**src/rtl/ysyx_2022040010_mem_arb.sv**
```systemverilog
// ysyx_2022040010_mem_arb: arbitrates icache refill, dcache write-back/refill and
// uncache single-beat MMIO onto one burst memory bus and sequences the transaction.
// Ports:
//   clk, rst (async, active-low)
//   ic_*  : icache line refill (read only)
//   dc_*  : dcache line write-back (dc_we=1) or refill (dc_we=0)
//   uc_*  : uncache single-beat access with byte strobes
//   rdata : registered read beat shared by all requesters
//   bus_* : address phase, write beats, read beats and write response
// Optional feature macro: ARB_RR_EN selects round-robin arbitration instead of
// fixed dcache > uncache > icache priority.
module ysyx_2022040010_mem_arb #(
  parameter int unsigned LINE_BEATS = 4,
  parameter int unsigned AW         = 64
) (
  input  logic          clk,
  input  logic          rst,
  input  logic          ic_req,
  input  logic [AW-1:0] ic_addr,
  output logic          ic_rvalid,
  output logic          ic_done,
  input  logic          dc_req,
  input  logic          dc_we,
  input  logic [AW-1:0] dc_addr,
  input  logic [63:0]   dc_wdata,
  output logic          dc_wnext,
  output logic          dc_rvalid,
  output logic          dc_done,
  input  logic          uc_req,
  input  logic          uc_we,
  input  logic [AW-1:0] uc_addr,
  input  logic [7:0]    uc_mask,
  input  logic [63:0]   uc_wdata,
  output logic          uc_rvalid,
  output logic          uc_done,
  output logic [63:0]   rdata,
  output logic          bus_avalid,
  input  logic          bus_aready,
  output logic          bus_we,
  output logic [AW-1:0] bus_addr,
  output logic [3:0]    bus_len,
  output logic [7:0]    bus_mask,
  output logic          bus_wvalid,
  input  logic          bus_wready,
  output logic [63:0]   bus_wdata,
  output logic          bus_wlast,
  input  logic          bus_rvalid,
  input  logic          bus_rlast,
  input  logic [63:0]   bus_rdata,
  input  logic          bus_bvalid
);

  localparam int unsigned OFF_W = $clog2(LINE_BEATS) + 3;
  localparam int unsigned LEN_W = 4;
  localparam logic [LEN_W-1:0] CACHE_LEN = LEN_W'(LINE_BEATS - 1);
  localparam logic [AW-1:0] LINE_MASK = {AW{1'b1}} << OFF_W;
  localparam logic [AW-1:0] BEAT_MASK = {AW{1'b1}} << 3;

  localparam logic [1:0] G_NONE = 2'd0;
  localparam logic [1:0] G_DC   = 2'd1;
  localparam logic [1:0] G_UC   = 2'd2;
  localparam logic [1:0] G_IC   = 2'd3;

  typedef enum logic [2:0] {
    S_IDLE, S_ADDR, S_WDATA, S_BRESP, S_RDATA, S_DONE
  } state_e;

  state_e           state_q, state_d;
  logic [1:0]       grant_q, grant_d;
  logic             we_q, we_d;
  logic [AW-1:0]    addr_q, addr_d;
  logic [LEN_W-1:0] len_q, len_d;
  logic [7:0]       mask_q, mask_d;
  logic [LEN_W-1:0] cnt_q, cnt_d;
  logic [63:0]      rdata_q, rdata_d;
  logic             ic_rvalid_q, ic_rvalid_d;
  logic             dc_rvalid_q, dc_rvalid_d;
  logic             uc_rvalid_q, uc_rvalid_d;
  logic [1:0]       pick;
  logic             rbeat;

  // Requester selection, evaluated only while idle.
`ifdef ARB_RR_EN
  logic [1:0] last_q, last_d;
  logic       last_wb_q, last_wb_d;

  always_comb begin
    pick = G_NONE;
    if (dc_req && !dc_we && last_wb_q) begin
      // Refill right after its own write-back keeps the pair atomic.
      pick = G_DC;
    end else begin
      case (last_q)
        G_DC:    pick = uc_req ? G_UC : ic_req ? G_IC : dc_req ? G_DC : G_NONE;
        G_UC:    pick = ic_req ? G_IC : dc_req ? G_DC : uc_req ? G_UC : G_NONE;
        default: pick = dc_req ? G_DC : uc_req ? G_UC : ic_req ? G_IC : G_NONE;
      endcase
    end
  end

  always_comb begin
    last_d    = last_q;
    last_wb_d = last_wb_q;
    if (state_q == S_IDLE && pick != G_NONE) begin
      last_d    = pick;
      last_wb_d = (pick == G_DC) && dc_we;
    end
  end

  // Pointer resets to icache so the first round starts at dcache.
  always_ff @(posedge clk or negedge rst) begin
    if (!rst) begin
      last_q    <= G_IC;
      last_wb_q <= 1'b0;
    end else begin
      last_q    <= last_d;
      last_wb_q <= last_wb_d;
    end
  end
`else
  always_comb begin
    pick = dc_req ? G_DC : uc_req ? G_UC : ic_req ? G_IC : G_NONE;
  end
`endif

  assign rbeat = (state_q == S_RDATA) && bus_rvalid;

  // State register.
  always_ff @(posedge clk or negedge rst) begin
    if (!rst) state_q <= S_IDLE;
    else      state_q <= state_d;
  end

  // Next-state logic.
  always_comb begin
    state_d = state_q;
    case (state_q)
      S_IDLE:  if (pick != G_NONE) state_d = S_ADDR;
      S_ADDR:  if (bus_aready) state_d = we_q ? S_WDATA : S_RDATA;
      S_WDATA: if (bus_wready && cnt_q == len_q) state_d = S_BRESP;
      S_BRESP: if (bus_bvalid) state_d = S_DONE;
      S_RDATA: if (bus_rvalid && bus_rlast) state_d = S_DONE;
      S_DONE:  state_d = S_IDLE;
      default: state_d = S_IDLE;
    endcase
  end

  // Transaction attributes latched at grant; beat counter and read capture.
  always_comb begin
    grant_d     = grant_q;
    we_d        = we_q;
    addr_d      = addr_q;
    len_d       = len_q;
    mask_d      = mask_q;
    cnt_d       = cnt_q;
    rdata_d     = rbeat ? bus_rdata : rdata_q;
    ic_rvalid_d = rbeat && (grant_q == G_IC);
    dc_rvalid_d = rbeat && (grant_q == G_DC);
    uc_rvalid_d = rbeat && (grant_q == G_UC);
    case (state_q)
      S_IDLE: begin
        cnt_d   = '0;
        grant_d = pick;
        case (pick)
          G_DC: begin
            we_d = dc_we; addr_d = dc_addr & LINE_MASK;
            len_d = CACHE_LEN; mask_d = 8'hFF;
          end
          G_UC: begin
            we_d = uc_we; addr_d = uc_addr & BEAT_MASK;
            len_d = '0; mask_d = uc_mask;
          end
          G_IC: begin
            we_d = 1'b0; addr_d = ic_addr & LINE_MASK;
            len_d = CACHE_LEN; mask_d = 8'hFF;
          end
          default: ;
        endcase
      end
      S_WDATA: if (bus_wready) cnt_d = cnt_q + LEN_W'(1);
      S_RDATA: if (bus_rvalid) cnt_d = cnt_q + LEN_W'(1);
      S_DONE:  grant_d = G_NONE;
      default: ;
    endcase
  end

  always_ff @(posedge clk or negedge rst) begin
    if (!rst) begin
      grant_q     <= G_NONE;
      we_q        <= 1'b0;
      addr_q      <= '0;
      len_q       <= '0;
      mask_q      <= '0;
      cnt_q       <= '0;
      rdata_q     <= '0;
      ic_rvalid_q <= 1'b0;
      dc_rvalid_q <= 1'b0;
      uc_rvalid_q <= 1'b0;
    end else begin
      grant_q     <= grant_d;
      we_q        <= we_d;
      addr_q      <= addr_d;
      len_q       <= len_d;
      mask_q      <= mask_d;
      cnt_q       <= cnt_d;
      rdata_q     <= rdata_d;
      ic_rvalid_q <= ic_rvalid_d;
      dc_rvalid_q <= dc_rvalid_d;
      uc_rvalid_q <= uc_rvalid_d;
    end
  end

  // State-decoded outputs; wdata is forwarded live so the owner can advance on wnext.
  always_comb begin
    bus_avalid = 1'b0;
    bus_wvalid = 1'b0;
    bus_wlast  = 1'b0;
    bus_wdata  = '0;
    dc_wnext   = 1'b0;
    ic_done    = 1'b0;
    dc_done    = 1'b0;
    uc_done    = 1'b0;
    case (state_q)
      S_ADDR: bus_avalid = 1'b1;
      S_WDATA: begin
        bus_wvalid = 1'b1;
        bus_wlast  = (cnt_q == len_q);
        bus_wdata  = (grant_q == G_DC) ? dc_wdata : uc_wdata;
        dc_wnext   = bus_wready && (grant_q == G_DC);
      end
      S_DONE: begin
        ic_done = (grant_q == G_IC);
        dc_done = (grant_q == G_DC);
        uc_done = (grant_q == G_UC);
      end
      default: ;
    endcase
  end

  assign bus_we    = we_q;
  assign bus_addr  = addr_q;
  assign bus_len   = len_q;
  assign bus_mask  = mask_q;
  assign rdata     = rdata_q;
  assign ic_rvalid = ic_rvalid_q;
  assign dc_rvalid = dc_rvalid_q;
  assign uc_rvalid = uc_rvalid_q;

endmodule
```
**config.mk**
```make
export PLATFORM = sky130hd
export DESIGN_NAME = ysyx_2022040010_mem_arb
export DESIGN_NICKNAME = d
export VERILOG_FILES = /design/src/rtl/ysyx_2022040010_mem_arb.sv
export SDC_FILE = /design/constraint.sdc
export NUM_CORES = 1
export LEC_CHECK = 0
export ABC_AREA = 1
export BUFFER_PORTS_ARGS = -buffer_cell sky130_fd_sc_hd__buf_4
export CAP_MARGIN = 30
export CORE_AREA = 3 3 239 241
export DETAILED_ROUTE_END_ITERATION = 7
export DIE_AREA = 0 0 242 244
export SETUP_SLACK_MARGIN = 0.2
export SYNTH_ARGS = -nofsm -noshare
export SYNTH_HDL_FRONTEND = slang
export SYNTH_SLANG_ARGS = --single-unit
```
**constraint.sdc**
```tcl
create_clock -name clk -period 2.2 [get_ports clk]
set_clock_uncertainty 0.2 [all_clocks]
set_input_delay 0 -clock clk [delete_from_list [all_inputs] [get_ports clk]]
set_output_delay 0 -clock clk [all_outputs]
set_load 0.05 [all_outputs]
```
Yosys cells after proc, flatten, opt, wreduce, memory -nomap -nowiden --
Cells that the tools add are included.
Word-level totals: register bits 153, latch bits 0, bits in writable memories 0, ROM bits 0, bits of input ports 404, output and inout port bits 215, logic and storage cells 76, memories kept 0
Cells by class: add/sub/neg operators 1, multipliers 0, div/mod/pow operators 0, magnitude comparators 0, equal/unequal tests 19, shifts and indexed selects 0, muxes and demuxes 27, bitwise logic cells 0, reductions and logical operators 18
Operator list (count):
- $pmux W64 S3 | 1
- $mux W64 | 2
- $mux W3 | 6
- $pmux W8 S2 | 1
- $pmux W3 S5 | 1
- $ne A2 B2 Y1 const B | 6
- $pmux W4 S3 | 1
- $eq A2 B2 Y1 const B | 4
- $mux W4 | 2
- $pmux W4 S2 | 1
- $logic_and A1 B1 Y1 | 7
- $mux W1 | 7
- $eq A3 B2 Y1 const B | 2
- $eq A3 B3 Y1 const B | 2
- $mux W2 | 3
- $reduce_bool A2 Y1 | 3
- $reduce_bool A3 Y1 | 2
- $reduce_and A5 Y1 | 1
- $add A4 B1 Y4 const B | 1
- $eq A2 B1 Y1 const B | 2
- $eq A4 B4 Y1 | 1
- $pmux W2 S2 | 1
- $reduce_and A2 Y1 | 2
- $eq A3 B1 Y1 const B | 1
- other kinds (5) | 5

Depth between registers and ports, before layout --
Gate-level depths: netlist (run 1).
word-level depth 7, depth in mapped cells 10

Worst setup path before layout (run 1) --
Ideal clock, no wire load.
kind reg2out, start point reg grant_q[0], end point out dc_wnext, data arrival time 1.884 ns, setup slack 0.116 ns, stages on the path, launching flop included 6, cells stage by stage dfrtp_1 -> inv_1 -> nor2_1 -> inv_1 -> clkbuf_1 -> nor3_1
On the way: cells in the longest elaborated chain, start to end 3
Ends and longest elaborated chain:
- start, declared | RTL line 69 | logic [1:0] grant_q, grant_d;
- start signal, assigned | RTL line 200 | grant_q <= grant_d;
- $eq A2 B1 Y1 | RTL line 229 | dc_wnext = bus_wready && (grant_q == G_DC);
- $logic_and A1 B1 Y1 | RTL line 229
- $mux W1 | RTL line 223 | case (state_q)
- end, declared | RTL line 26 | output logic dc_wnext,
No other way between the ends.

Final worst setup path (run 1) --
start point reg state_q[2], end point out bus_wdata[29]
On the way: cells in the longest elaborated chain, start to end 2
Ends and longest elaborated chain:
- start, declared | RTL line 68 | state_e state_q, state_d;
- start signal, assigned | RTL line 131 | else state_q <= state_d;
- $eq A3 B2 Y1 | RTL line 223
- $mux W64 | RTL line 223
- end, declared | RTL line 45 | output logic [63:0] bus_wdata,
No other way between the ends.

==> results, run 1 <==
- By area, the combinational part of the netlist is dominated by simple AND/OR/NAND/NOR gates.
- Setup repair after global routing could not meet its margin everywhere.
- The internal power is 11.0 mW.
- The multiplexer share of the synthesized area is 0%.
- Once detailed placement completed, the half-perimeter wirelength came to 30.3 mm.
- The slew at the pin closest to its max-slew limit is 0.644 ns.
- After synthesis, flip-flops and latches occupy 46.2% of the total area.
- After Yosys synthesis, and, or, nand and nor cells account for 40.4% of the synthesized area.
- The floorplan has 86 rows.
- The worst setup path is of the flop to output pin kind.
- The netlist uses 26 different library cells.
- The analysis attributes to cell leakage a power of 9.07 nW.
- TritonCTS built the clock tree.
- Summing over every cut layer, the via total after detailed routing is 11201.
- For this design the total switching power over the nets is 11.9 mW.
- At the later pin of the worst-skew pair, clock insertion delay measures 0.46 ns.
- The number of setup violations in the final report is 0.
- Once layout is done, the placed cells without fillers occupy 18100 sq um.
- Per report_power, the clock group accounts for 13.1% of the total.
- The count of boundary I/O pins is 619.
- The number of I/O port buffers is 600.
- Of the total power, registers draw 21.0%.
- The detail route stage leaves a number of antenna-violating nets equal to 0.
- The maximum level of the CTS H-tree is 4.
- The number of global-route vias before repair is 11307.
- After the first detailed-routing iteration, the DRC count stood at 525.
- Across every metal layer, demand over resource in global routing totals 14.6%.
- The arrival time reported for the critical path endpoint is 1.95 ns.
- The final-report hold violation count is 0.
- The top fanout value on the critical path is 6.
- The type of destination of the critical path is an output pin.
- STA classifies the critical path startpoint as a flop.
- The final layout contains 2403 nets.
- The required arrival time at the worst endpoint is 2.00 ns.
- Dividing total power by cell area gives a power density of 1270 nW/um^2.
- The number of pins with negative max-slew slack in the final report is 0.
- Based on the critical path, the design can be clocked at up to 466 MHz.
- The total of warnings raised by yosys is 0.
- The synthesized design contains 147 register bits.
- The clock sink total is 147.
- In this run the clock root is driven by a sky130_fd_sc_hd__clkbuf_16.
- After Yosys synthesis, XOR and XNOR cells account for 0.220% of the synthesized area.
- The synthesis-to-finish area growth is 128%.
- The tightest slew margin relative to the limit is 57.0%.
- The reported max-cap violation count is 0.
- The ratio of routed vias to standard cells is 4.06.
- The relative contribution of combinational cells to total power is 65.9%.
- For this run the aggregate overflow at the end of global routing stands at 0.
- After layout, the design draws a total of 23.0 mW.
- The worst-case clock buffer depth is 2.
- The synthesized-area fraction occupied by adder cells is 0.157%.
- The initial antenna violation count is 2.
- In this run the vertical extent of the chip is 244 um.
- The TritonCTS buffer count is 17.
- The minimum period implied by the final worst setup slack is 2.15 ns.
- The first global-routing pass estimated 66.8 mm of wire.
- Measured along the x axis, the die boundary spans 242 um.
- The cell area after synthesis is 7950 sq um.
- The switching power as a share of total power is 51.9%.
- The post-route netlist has 45.0% of its cells at a drive strength greater than 1.
- Counting the fill cells in the layout gives 5618.
- The run finished with clean final reports.
- After detailed routing, the total wire length is 46.5 mm.
- The tightest hold path in the finished design has a slack of 0.0834 ns.
- The number of remaining DRC errors is 0.
- In this run the mean area of a mapped cell was 6.91 sq um.
- The total area inside the core boundary comes to 55100 sq um.
- The gate count after technology mapping is 1151.
- The routability-driven placement congestion ratio is 0.852.
- The initial core utilization is 14.4%.
- The sequential cell area in the final layout is 3680 sq um.
- The total cell area at the placement stage is 13400 sq um.
- The synthesized netlist devotes 5.58% of its cell area to compound gates.
- The period utilization is 97.6%.
- The worst ir drop on vdd is 0.824 mV.
- Clock-pin slew was measured on the worst setup and hold paths at 0.06 ns.
- After detailed routing, the average wire length per cell comes to 16.9 um.
- The length of the first detailed-routing pass in iterations is 5.
- The floorplan step defined a die boundary enclosing 59000 sq um.
- The combined area of the multi-input logic cells is 4600 sq um.
- The pin count of the biggest net entering global routing is 68.
- The kind of path behind the tightest hold check is input pin to flop.
[worst max-delay path, cell delays in order (launching register included)]
cell and delay [ns]:
sky130_fd_sc_hd__dfrtp_1 0.38, sky130_fd_sc_hd__inv_2 0.08, sky130_fd_sc_hd__nand2_4 0.06, sky130_fd_sc_hd__nor2_4 0.10
sky130_fd_sc_hd__buf_12 0.13, sky130_fd_sc_hd__buf_12 0.11, sky130_fd_sc_hd__buf_12 0.12, sky130_fd_sc_hd__buf_6 0.10
sky130_fd_sc_hd__o21ai_4 0.05, sky130_fd_sc_hd__nor2_4 0.18, sky130_fd_sc_hd__buf_8 0.17
[flip-flops by register name (all words and copies together) (netlist names)]
name	cells
rdata	64
bus_addr	61
bus_mask	8
cnt_q	4
state_q	3
grant_q	2
bus_len	1
bus_we	1
dc_rvalid	1
ic_rvalid	1
uc_rvalid	1
[metal layers]
layer | share of wire (%) | vias up | global-route usage [%]
li1 | - | 5272 | -
met1 | 37 | 5291 | 15.8
met2 | 52 | 520 | 26.4
met3 | 6.6 | 116 | 3.91
met4 | 4.7 | 2 | 6.91
met5 | 0.021 | - | 0
[kinds of logic after synthesis]
group	count (synthesis)
DFF	147
adders and majority gates	1
and+or+nand+nor	815
AOI/OAI and AO/OA	87
buffers and inverters	98
other	1
xor gates and xnor gates	2
[cell type report]
| class | count | share of cell area, % |
|---|---|---|
| multi-input combinational | 911 | 25.4 |
| sequential | 147 | 20.3 |
| clock buffer | 26 | 2.86 |
| inverter | 23 | 0.607 |
| timing repair inverter | 2 | 0.152 |
| timing repair buffer | 896 | 45.0 |
| antenna | 1 | 0.0138 |
| clock inverter | 6 | 0.511 |
| tap | 748 | 5.16 |
[per-stage QoR]
stage / utilization (%) / setup WS (ns) / std cells / TNS [ns]
after CTS: 31.4 / -0.00133 / 2736 / -0.00133
after global placement: 24.2 / 0.277 / 2459 / 0
after global routing: 32.9 / -0.0488 / 2759 / -0.396
after detailed placement: 24.2 / 0.283 / 2459 / 0
after floorplan: - / 0.251 / 1155 / 0
final: 32.9 / 0.0531 / 2760 / 0
[power groups by stage]
| stage | sequential (mW) | combinational (mW) | clock, mW |
|---|---|---|---|
| after global placement | 4.69 | 12.0 | 0 |
| after detailed placement | 4.69 | 12.1 | 0 |
| final | 4.81 | 15.1 | 3.02 |
| after floorplan | 8.55 | 4.08 | 0 |
| after CTS | 4.68 | 14.2 | 3.18 |
| after global routing | 4.94 | 16.0 | 3.26 |
[path summary, 6_finish.rpt]
path / start / end / slack [ns] / cells after the start
setup / recovery: state_q[2] / bus_wdata[29] / 0.05 / 10
hold / removal: bus_rdata[46] / rdata[46] / 0.08 / 4
setup reg to reg: state_q[0] / rdata[56] / 0.11 / 8
hold reg to reg: rdata[42] / rdata[42] / 0.27 / 2
max in group asynchronous: rst / state_q[1] / 0.74 / 4
min in group asynchronous: rst / rdata[35] / 0.42 / 3
[layout by cell type, fill, tap and decap left out, types with 3 or more instances in the layout]
| cell type | instances |
|---|---|
| sky130_fd_sc_hd__buf_12 | 17 |
| sky130_fd_sc_hd__o21ai_0 | 17 |
| sky130_fd_sc_hd__nand2_2 | 21 |
| sky130_fd_sc_hd__clkbuf_1 | 3 |
| sky130_fd_sc_hd__o21ai_1 | 6 |
| sky130_fd_sc_hd__o21ai_4 | 24 |
| sky130_fd_sc_hd__nor2_1 | 77 |
| sky130_fd_sc_hd__buf_8 | 10 |
| sky130_fd_sc_hd__dfrtp_1 | 145 |
| sky130_fd_sc_hd__conb_1 | 5 |
| sky130_fd_sc_hd__clkbuf_16 | 23 |
| sky130_fd_sc_hd__buf_16 | 11 |
| sky130_fd_sc_hd__buf_4 | 568 |
| sky130_fd_sc_hd__nand2_1 | 545 |
| sky130_fd_sc_hd__inv_2 | 7 |
| sky130_fd_sc_hd__clkbuf_8 | 6 |
| sky130_fd_sc_hd__inv_1 | 14 |
| sky130_fd_sc_hd__nor2_2 | 50 |
| sky130_fd_sc_hd__dlygate4sd3_1 | 212 |
| sky130_fd_sc_hd__nor3_2 | 3 |
| sky130_fd_sc_hd__nand2_4 | 25 |
| sky130_fd_sc_hd__buf_6 | 70 |
| sky130_fd_sc_hd__o21ai_2 | 36 |
| sky130_fd_sc_hd__nand3_1 | 70 |
| sky130_fd_sc_hd__nor2_4 | 17 |
[Yosys cell counts]
cell                         n  share of area, %
sky130_fd_sc_hd__nand2_1   587                28
sky130_fd_sc_hd__dfrtp_1   147                46
sky130_fd_sc_hd__nor2_1    137               6.5
sky130_fd_sc_hd__o21ai_0    82               5.2
sky130_fd_sc_hd__nand3_1    72               4.5
sky130_fd_sc_hd__clkbuf_1   26               1.2
sky130_fd_sc_hd__buf_4      19               1.8
sky130_fd_sc_hd__buf_6      17               2.4
sky130_fd_sc_hd__inv_1      17              0.80
sky130_fd_sc_hd__buf_2      13              0.82
sky130_fd_sc_hd__inv_2       6              0.28
sky130_fd_sc_hd__nor3_1      5              0.31
sky130_fd_sc_hd__nor2_2      4              0.31
sky130_fd_sc_hd__nand2_2     3              0.24
sky130_fd_sc_hd__nor2_4      2              0.28
sky130_fd_sc_hd__nor3_2      2              0.25
sky130_fd_sc_hd__o22ai_1     2              0.16
sky130_fd_sc_hd__xor2_1      2              0.22
sky130_fd_sc_hd__a21oi_1     1             0.063
sky130_fd_sc_hd__conb_1      1             0.047
sky130_fd_sc_hd__ha_1        1              0.16
sky130_fd_sc_hd__nand2_4     1              0.14
sky130_fd_sc_hd__nand3b_1    1             0.094
sky130_fd_sc_hd__nand4_1     1             0.079
sky130_fd_sc_hd__o211ai_1    1             0.094
sky130_fd_sc_hd__o21ai_2     1              0.11
[repair_timing]
item	CTS	global route
pin swaps	38	92
hold buffers	212	1
buffers inserted	20	15
hold endpoints to repair	288	1
resized for setup	248	152
setup endpoints to repair	70	72
gates cloned	13	7
Note: power is estimated with default switching activity, not from simulation.
==> run 2, diff against run 1 <==
--- a/config.mk
+++ b/config.mk
@@ -6,11 +6,11 @@
 export NUM_CORES = 1
 export LEC_CHECK = 0
 export ABC_AREA = 1
-export BUFFER_PORTS_ARGS = -buffer_cell sky130_fd_sc_hd__buf_4
 export CAP_MARGIN = 30
 export CORE_AREA = 3 3 239 241
 export DETAILED_ROUTE_END_ITERATION = 7
 export DIE_AREA = 0 0 242 244
+export DONT_BUFFER_PORTS = 1
 export SETUP_SLACK_MARGIN = 0.2
 export SYNTH_ARGS = -nofsm -noshare
 export SYNTH_HDL_FRONTEND = slang
==> constraint.sdc (replaced) <==
create_clock -name clk -period 2.2 [get_ports clk]
set_clock_uncertainty 0.2 [all_clocks]
set_input_delay 0 -clock clk [delete_from_list [all_inputs] [get_ports clk]]
set_output_delay 0 -clock clk [all_outputs]
set_load 0.1 [all_outputs]
==> results, run 2 (synthesized netlist as in run 1, its figures left out) <==
- STA classifies the critical path endpoint as an output pin.
- The area inside the core boundary is 55100 sq um.
- The critical path is of the flop to output pin type.
- At the pin with the least slew margin, the transition time is 0.912 ns.
- The initial utilization of the core area, before any placement, comes to 14.4%.
- The final wirelength is 48.0 mm.
- Once layout is complete, the utilization of the core stands at 30.9%.
- The overall fraction of global-route tracks in use is 14.6%.
- The y dimension of the die is 244 um.
- The routability-driven placement congestion ratio is 0.968.
- Clock tree synthesis inserted a total of 17 buffers.
- The internal power is 11.0 mW.
- In the layout the commonest cells are 585 x sky130_fd_sc_hd__nand2_1, 323 x sky130_fd_sc_hd__dlygate4sd3_1, 168 x sky130_fd_sc_hd__buf_4, 146 x sky130_fd_sc_hd__dfrtp_1, 93 x sky130_fd_sc_hd__buf_12.
- Dividing the detail-routed wire length by the instance count gives 19.4 um.
- The relative contribution of the clock network to total power is 10.4%.
- The period utilization is 97.8%.
- The floorplan step defined a die boundary enclosing 59000 sq um.
- Registers are responsible for 15.6% of the overall power.
- STA puts the critical path data required time at 2.00 ns.
- The total negative slack is 0 ns.
- The worst-case clock buffer depth is 2.
- Clock tree synthesis found a total of 147 sinks.
- The net total in the final layout is 2117.
- The number of DRC markers in iteration 0 is 780.
- The worst register-to-register path ends at bus_addr[61].
- The minimum period implied by the final worst setup slack is 2.15 ns.
- The sequential cell area in the final layout is 3680 sq um.
- The number of buffers and inverters on the critical path is 5.
- In this run the worst hold path is classified as input pin to async pin.
- The library cell contributing the largest single delay on the critical path is sky130_fd_sc_hd__dfrtp_1.
- The final-report hold violation count is 147.
- The count of boundary I/O pins is 619.
- The worst-case IR drop observed on VDD is 1.16 mV.
- The top fanout value on the critical path is 5.
- The switching component of the power is 17.4 mW.
- The multi-input combinational cells in the finished layout cover a total of 4740 sq um.
- From synthesis to final layout, the design area changed by 114%.
- The switching power as a share of total power is 61.2%.
- The initial antenna violation count is 3.
- The cell seen most often among critical-path stages is sky130_fd_sc_hd__buf_12.
- Across the run, the number of max-cap violations was 0.
- The checks that failed: negative hold slack.
- Grouping stages by cell kind, the critical path spends the most delay in buffers and inverters.
- Combinational logic burns 74.0% of the power.
- The clock tree from TritonCTS is built.
- The number of global-route vias before repair is 10853.
- The layer with the highest usage is met2.
- Derived from the worst setup path, the maximum achievable clock frequency is 465 MHz.
- The met3 track demand over resource in global routing is 4.62%.
- The clock slew at the register clock pins of the worst setup and hold paths is 0.06 ns.
- Leaving out fill and tap cells, the most frequent cell in the layout is sky130_fd_sc_hd__nand2_1.
- The register-to-register path setup slack is 0.27 ns.
- Once detail routing completed, the nets flagged for antenna violations numbered 0.
- The length of the first detailed-routing pass in iterations is 7.
- The static leakage power is 7.59 nW.
- Clock tree synthesis selected as its root buffer the cell sky130_fd_sc_hd__clkbuf_16.
- The worst setup path is launched from a flop.
- The worst reg2reg path depth is 8.
- In the routed layout, each cell is associated on average with a via count of 4.31.
- The total via count after detailed routing is 10662.
- The met2 track utilization from global routing is 25.9%.
- Buffers placed on the I/O ports in this run total 0.
- The non-filler instance count after layout is 2474.
- The total overflow left after global routing is 0.
- The number of flip-flops under the largest register name is 64.
- In this run the tightest slew margin relative to its limit is 39.2%.
- The first-pass GRT wire length is 65.7 mm.
- The total of hold buffers inserted after clock tree synthesis is 323.
- The arrival time reported for the critical path endpoint is 1.95 ns.
- Walking the worst path, the cells encountered are buf_6, nand2_4, nor2_4, buf_12, buf_12, buf_16, o21ai_2, nor2_2, buf_12.
- The floorplan has 86 rows.
- The number of pins with negative max-slew slack in the final report was 0.
- The total power is 28.4 mW.
- The worst register-to-register path begins at state_q[1].
- The clock insertion delay at the later pin of the skew report is 0.47 ns.
- Across all hold checks on the routed design, the worst slack comes to -0.967 ns.
- For this run, the slowest stage of the critical path takes 0.37 ns.
- After detailed routing, the number of remaining DRC violations is 0.
- The share of cells above drive strength 1 is 28.8%.
- The placed cell count is 2059.
- The die is 242 um wide.
- Setup violations remaining at the end of the flow were counted as 0.
- Global routing consumed, on the met1 layer, 15.1% of the routing resources.
- Setup repair after global routing could not meet its margin everywhere.
- The flow ran to the end, but the final reports show violations.
- Entering global routing, the biggest net connects 148 pins.
- In this run the power density over the cells is 1670 nW/um^2.
- The post-DP HPWL is 26.5 mm.
- The maximum level of the CTS H-tree is 4.
- The filler cell count in the final layout is 5466.
run 2: power by group through the flow:
stage / combinational [mW] / sequential [mW] / clock [mW]
floorplan: 5.29 / 12.8 / 0
global placement: 17.6 / 4.42 / 0
finish: 21.0 / 4.43 / 2.94
global route: 21.8 / 4.53 / 3.16
CTS: 19.6 / 4.40 / 3.06
detailed placement: 17.8 / 4.45 / 0
run 2: worst max-delay path by stage:
stage          startpoint            end  slack [ns]  cells past startpoint
2_1_floorplan  grant_q[0]       dc_wnext       -0.11                      5
3_3_place_gp   grant_q[0]  bus_wdata[38]        0.30                      7
3_5_place_dp   grant_q[0]  bus_wdata[38]        0.27                      7
4_1_cts        state_q[2]       dc_wnext       -0.05                      8
5_1_grt        state_q[1]   bus_wdata[2]       -0.06                      9
6_report       state_q[1]   bus_wdata[2]        0.05                      9
run 2: area by class of cell:
class / count / area share (%)
repair buffers: 613 / 41.0
multi-input cells: 910 / 27.9
flip-flops and latches: 147 / 21.6
well taps: 748 / 5.50
clock buffers: 22 / 2.73
clock inverters: 8 / 0.618
inverters: 23 / 0.574
diodes: 3 / 0.0441
run 2: worst reg2reg max path, stage by stage (launching register included):
cell                      delay, ns
sky130_fd_sc_hd__dfrtp_1       0.39
sky130_fd_sc_hd__buf_4         0.15
sky130_fd_sc_hd__nor2_4        0.16
sky130_fd_sc_hd__nand2_4       0.09
sky130_fd_sc_hd__nor2_4        0.16
sky130_fd_sc_hd__inv_2         0.17
sky130_fd_sc_hd__buf_12        0.23
sky130_fd_sc_hd__nand2_1       0.19
sky130_fd_sc_hd__nand2_1       0.07
run 2: layer usage:
metal  wire length, um  vias to the layer above
met5                 0                        -
met4              2980                        0
met3              3980                      189
met2             24200                      712
met1             16800                     5076
li1                  -                     4685
run 2: timing repair:
item	in CTS	in global routing
hold endpoints to repair	294	147
gates resized for setup	152	73
setup buffers	19	19
cloned	10	11
pin swaps	21	27
setup endpoints to repair	71	189
run 2: stage by stage:
stage	setup WS, ns	area [sq um]
after floorplan	-0.112	8470
after global placement	0.298	11600
after detailed placement	0.267	11600
after CTS	-0.0510	16300
after global routing	-0.0626	17000
final	0.0487	17000
==> run 3, diff against run 2 <==
--- a/config.mk
+++ b/config.mk
@@ -11,6 +11,7 @@
 export DETAILED_ROUTE_END_ITERATION = 7
 export DIE_AREA = 0 0 242 244
 export DONT_BUFFER_PORTS = 1
+export GPL_TIMING_DRIVEN = 0
 export SETUP_SLACK_MARGIN = 0.2
 export SYNTH_ARGS = -nofsm -noshare
 export SYNTH_HDL_FRONTEND = slang
==> results, run 3 (synthesized netlist as in run 1, its figures left out) <==
- Leaving out fill and tap cells, the most frequent cells in the layout are 502 x sky130_fd_sc_hd__nand2_1, 302 x sky130_fd_sc_hd__dlygate4sd3_1, 143 x sky130_fd_sc_hd__dfrtp_1, 85 x sky130_fd_sc_hd__nor2_4, 71 x sky130_fd_sc_hd__nand2_2.
- For this run, design rule violations remaining after detail routing come to 0.
- The total cell area at the placement stage is 9560 sq um.
- The number of flip-flops under the largest register name is 64.
- The minimum period implied by the final worst setup slack is 2.42 ns.
- In this run, post-CTS hold repair placed 302 buffers.
- The number of pins with negative max-slew slack in the final report is 0.
- The sequential cell area in the final layout is 3690 sq um.
- The net count of the finished layout is 1977.
- The top fanout value on the critical path is 8.
- At the pin with the least slew margin, the transition time is 1.07 ns.
- The first-pass GRT wire length is 64.9 mm.
- Hold timing on the final database bottoms out at a slack of -0.982 ns.
- Counting cells, the worst reg-to-reg path comes to 10.
- The period utilization is 110%.
- The initial core utilization is 14.4%.
- The number of DRC markers in iteration 0 is 629.
- The register-to-register path setup slack is 0.06 ns.
- The die area is 59000 sq um.
- The share of cells above drive strength 1 is 30.0%.
- Global routing finished with a remaining overflow of 0.
- The final reports fail on negative hold slack, negative setup slack.
- The number of I/O port buffers is 0.
- The final-report hold violation count is 147.
- The placement row count is 86.
- In this run the remaining antenna-violating nets after routing total 0.
- The tightest slew margin relative to the limit is 28.5%.
- The cell area power density is 1770 nW/um^2.
- The final wirelength is 49.4 mm.
- In this run switching power makes up 63.5% of total power.
- The number of global-route vias before repair came to 10258.
- STA puts the critical path data required time at 2.00 ns.
- The sequential fraction of design power is 46.4%.
- The overall fraction of global-route tracks in use is 14.7%.
- The count of boundary I/O pins is 619.
- In the post-route analysis, the smallest setup slack over all paths is -0.217 ns.
- The ratio of routed vias to standard cells is 4.36.
- The run finished, with violations left.
- The y dimension of the die is 244 um.
- The startpoint identified for the worst register-to-register timing path is state_q[1].
- Fill cells in the final layout number 5553.
- The reported max-cap violation count is 0.
- The initial antenna violation count is 2.
- The clock network burns 10.2% of the power.
- The post-DP HPWL is 30.1 mm.
- In this run, CTS created clock tree buffers numbering 17.
- At the end of routability-driven placement, the weighted congestion stood at 1.00.
- The core region is 55100 sq um.
- The share of the core filled with cells in the final layout is 29.6%.
- The class of the most critical setup path is flop to output pin.
- The pin count of the biggest net entering global routing is 148.
- The switching component of the power is 18.3 mW.
- In this run the critical register-to-register path is captured at bus_addr[62].
- Setup repair after global routing could not meet its margin everywhere.
- The clock insertion delay at the later pin of the skew report is 0.48 ns.
- The clock sink total is 147.
- The maximum level of the CTS H-tree is 4.
- The kind of path behind the tightest hold check is input pin to async pin.
- The worst setup path is launched from a flop.
- The worst-case IR drop observed on VDD is 0.869 mV.
- The die is 242 um wide.
- The arrival time reported for the critical path endpoint is 2.22 ns.
- The analysis attributes to cell leakage a power of 7.08 nW.
- The maximum clock frequency is 414 MHz.
- The relative contribution of combinational cells to total power is 43.4%.
- From synthesis to final layout, the design area changed by 105%.
- The most common cell after layout, fill and taps aside is sky130_fd_sc_hd__nand2_1.
- The length of the first detailed-routing pass in iterations is 5.
- The number of setup violations in the final report is 65.
- The worst-case clock buffer depth is 2.
- The cell sitting at the root of the clock tree is a sky130_fd_sc_hd__clkbuf_16.
- The clock slew at the register clock pins of the worst setup and hold paths is 0.08 ns.
- In the final routed layout, each cell accounts on average for 21.1 um.
- With fillers left out, the area of the finished cells amounts to 16300 sq um.
- Summing all multi-input logic gate instances after layout gives 5350 sq um.
- The total via count after detailed routing is 10197.
- The internal power is 10.5 mW.
- Timing analysis after detailed placement gives a worst setup slack of -0.439 ns.
- The clock tree from TritonCTS is built.
- The worst setup path is captured at an output pin.
==> run 3: per-layer routing <==
layer / part of all wire (%) / up-vias / track usage, %
met5: 0 / - / 0
met4: 5.4 / 0 / 8.93
met3: 7.7 / 175 / 4.89
met2: 51 / 662 / 25.2
met1: 36 / 4931 / 15.8
li1: - / 4429 / -
==> run 3: worst max path at each step <==
| stage | from | slack, ns | endpoint | depth (start not counted) |
|---|---|---|---|---|
| after floorplan | grant_q[0] | -0.11 | dc_wnext | 5 |
| after global placement | grant_q[0] | -0.75 | dc_wnext | 5 |
| after detailed placement | grant_q[0] | -0.44 | bus_wdata[8] | 6 |
| after CTS | state_q[2] | -0.24 | bus_wdata[3] | 9 |
| after global routing | state_q[2] | -0.31 | dc_wnext | 6 |
| final | state_q[0] | -0.22 | dc_wnext | 5 |
==> run 3: through the flow <==
step                      setup TNS [ns]  instances  power, mW  hold slack [ns]
after floorplan                   -0.112       1155       18.1           -0.496
after global placement            -14.75       1903       19.7           -0.491
after detailed placement          -16.20       1911       20.0           -0.493
after CTS                         -10.39       2276       25.5            -1.05
after global routing              -12.60       2335       29.9            -1.03
final                              -6.52       2338       28.9           -0.982
==> run 3: critical path, cell delays in order (launching register included) <==
cell and delay [ns]:
sky130_fd_sc_hd__dfrtp_1 0.36, sky130_fd_sc_hd__buf_4 0.18, sky130_fd_sc_hd__nor2_4 0.14, sky130_fd_sc_hd__buf_6 0.14, sky130_fd_sc_hd__inv_1 0.12, sky130_fd_sc_hd__nor3_4 0.79
==> run 3: repair_timing <==
action / CTS / global route
gates resized for setup: 263 / 299
cloned: 9 / 29
setup buffers: 22 / 28
setup endpoints to repair: 140 / 187
pin swaps: 70 / 131
endpoints found under the hold margin: 291 / 147
==> run 3: power by group through the flow <==
stage	sequential, mW	clock (mW)	combinational, mW
global placement	13.3	0	6.48
detailed placement	13.3	0	6.75
floorplan	12.8	0	5.29
global route	13.5	3.17	13.3
finish	13.4	2.95	12.5
CTS	13.2	3.08	9.20
==> run 3: layout make-up <==
| class | count | area share, % |
|---|---|---|
| repair buffers | 396 | 27.9 |
| multi-input cells | 910 | 32.8 |
| well taps | 748 | 5.74 |
| inverters | 23 | 0.829 |
| plain buffers | 75 | 6.51 |
| clock inverters | 15 | 0.852 |
| flip-flops and latches | 147 | 22.6 |
| clock buffers | 17 | 2.61 |
| diodes | 5 | 0.0767 |
| repair inverters | 2 | 0.123 |
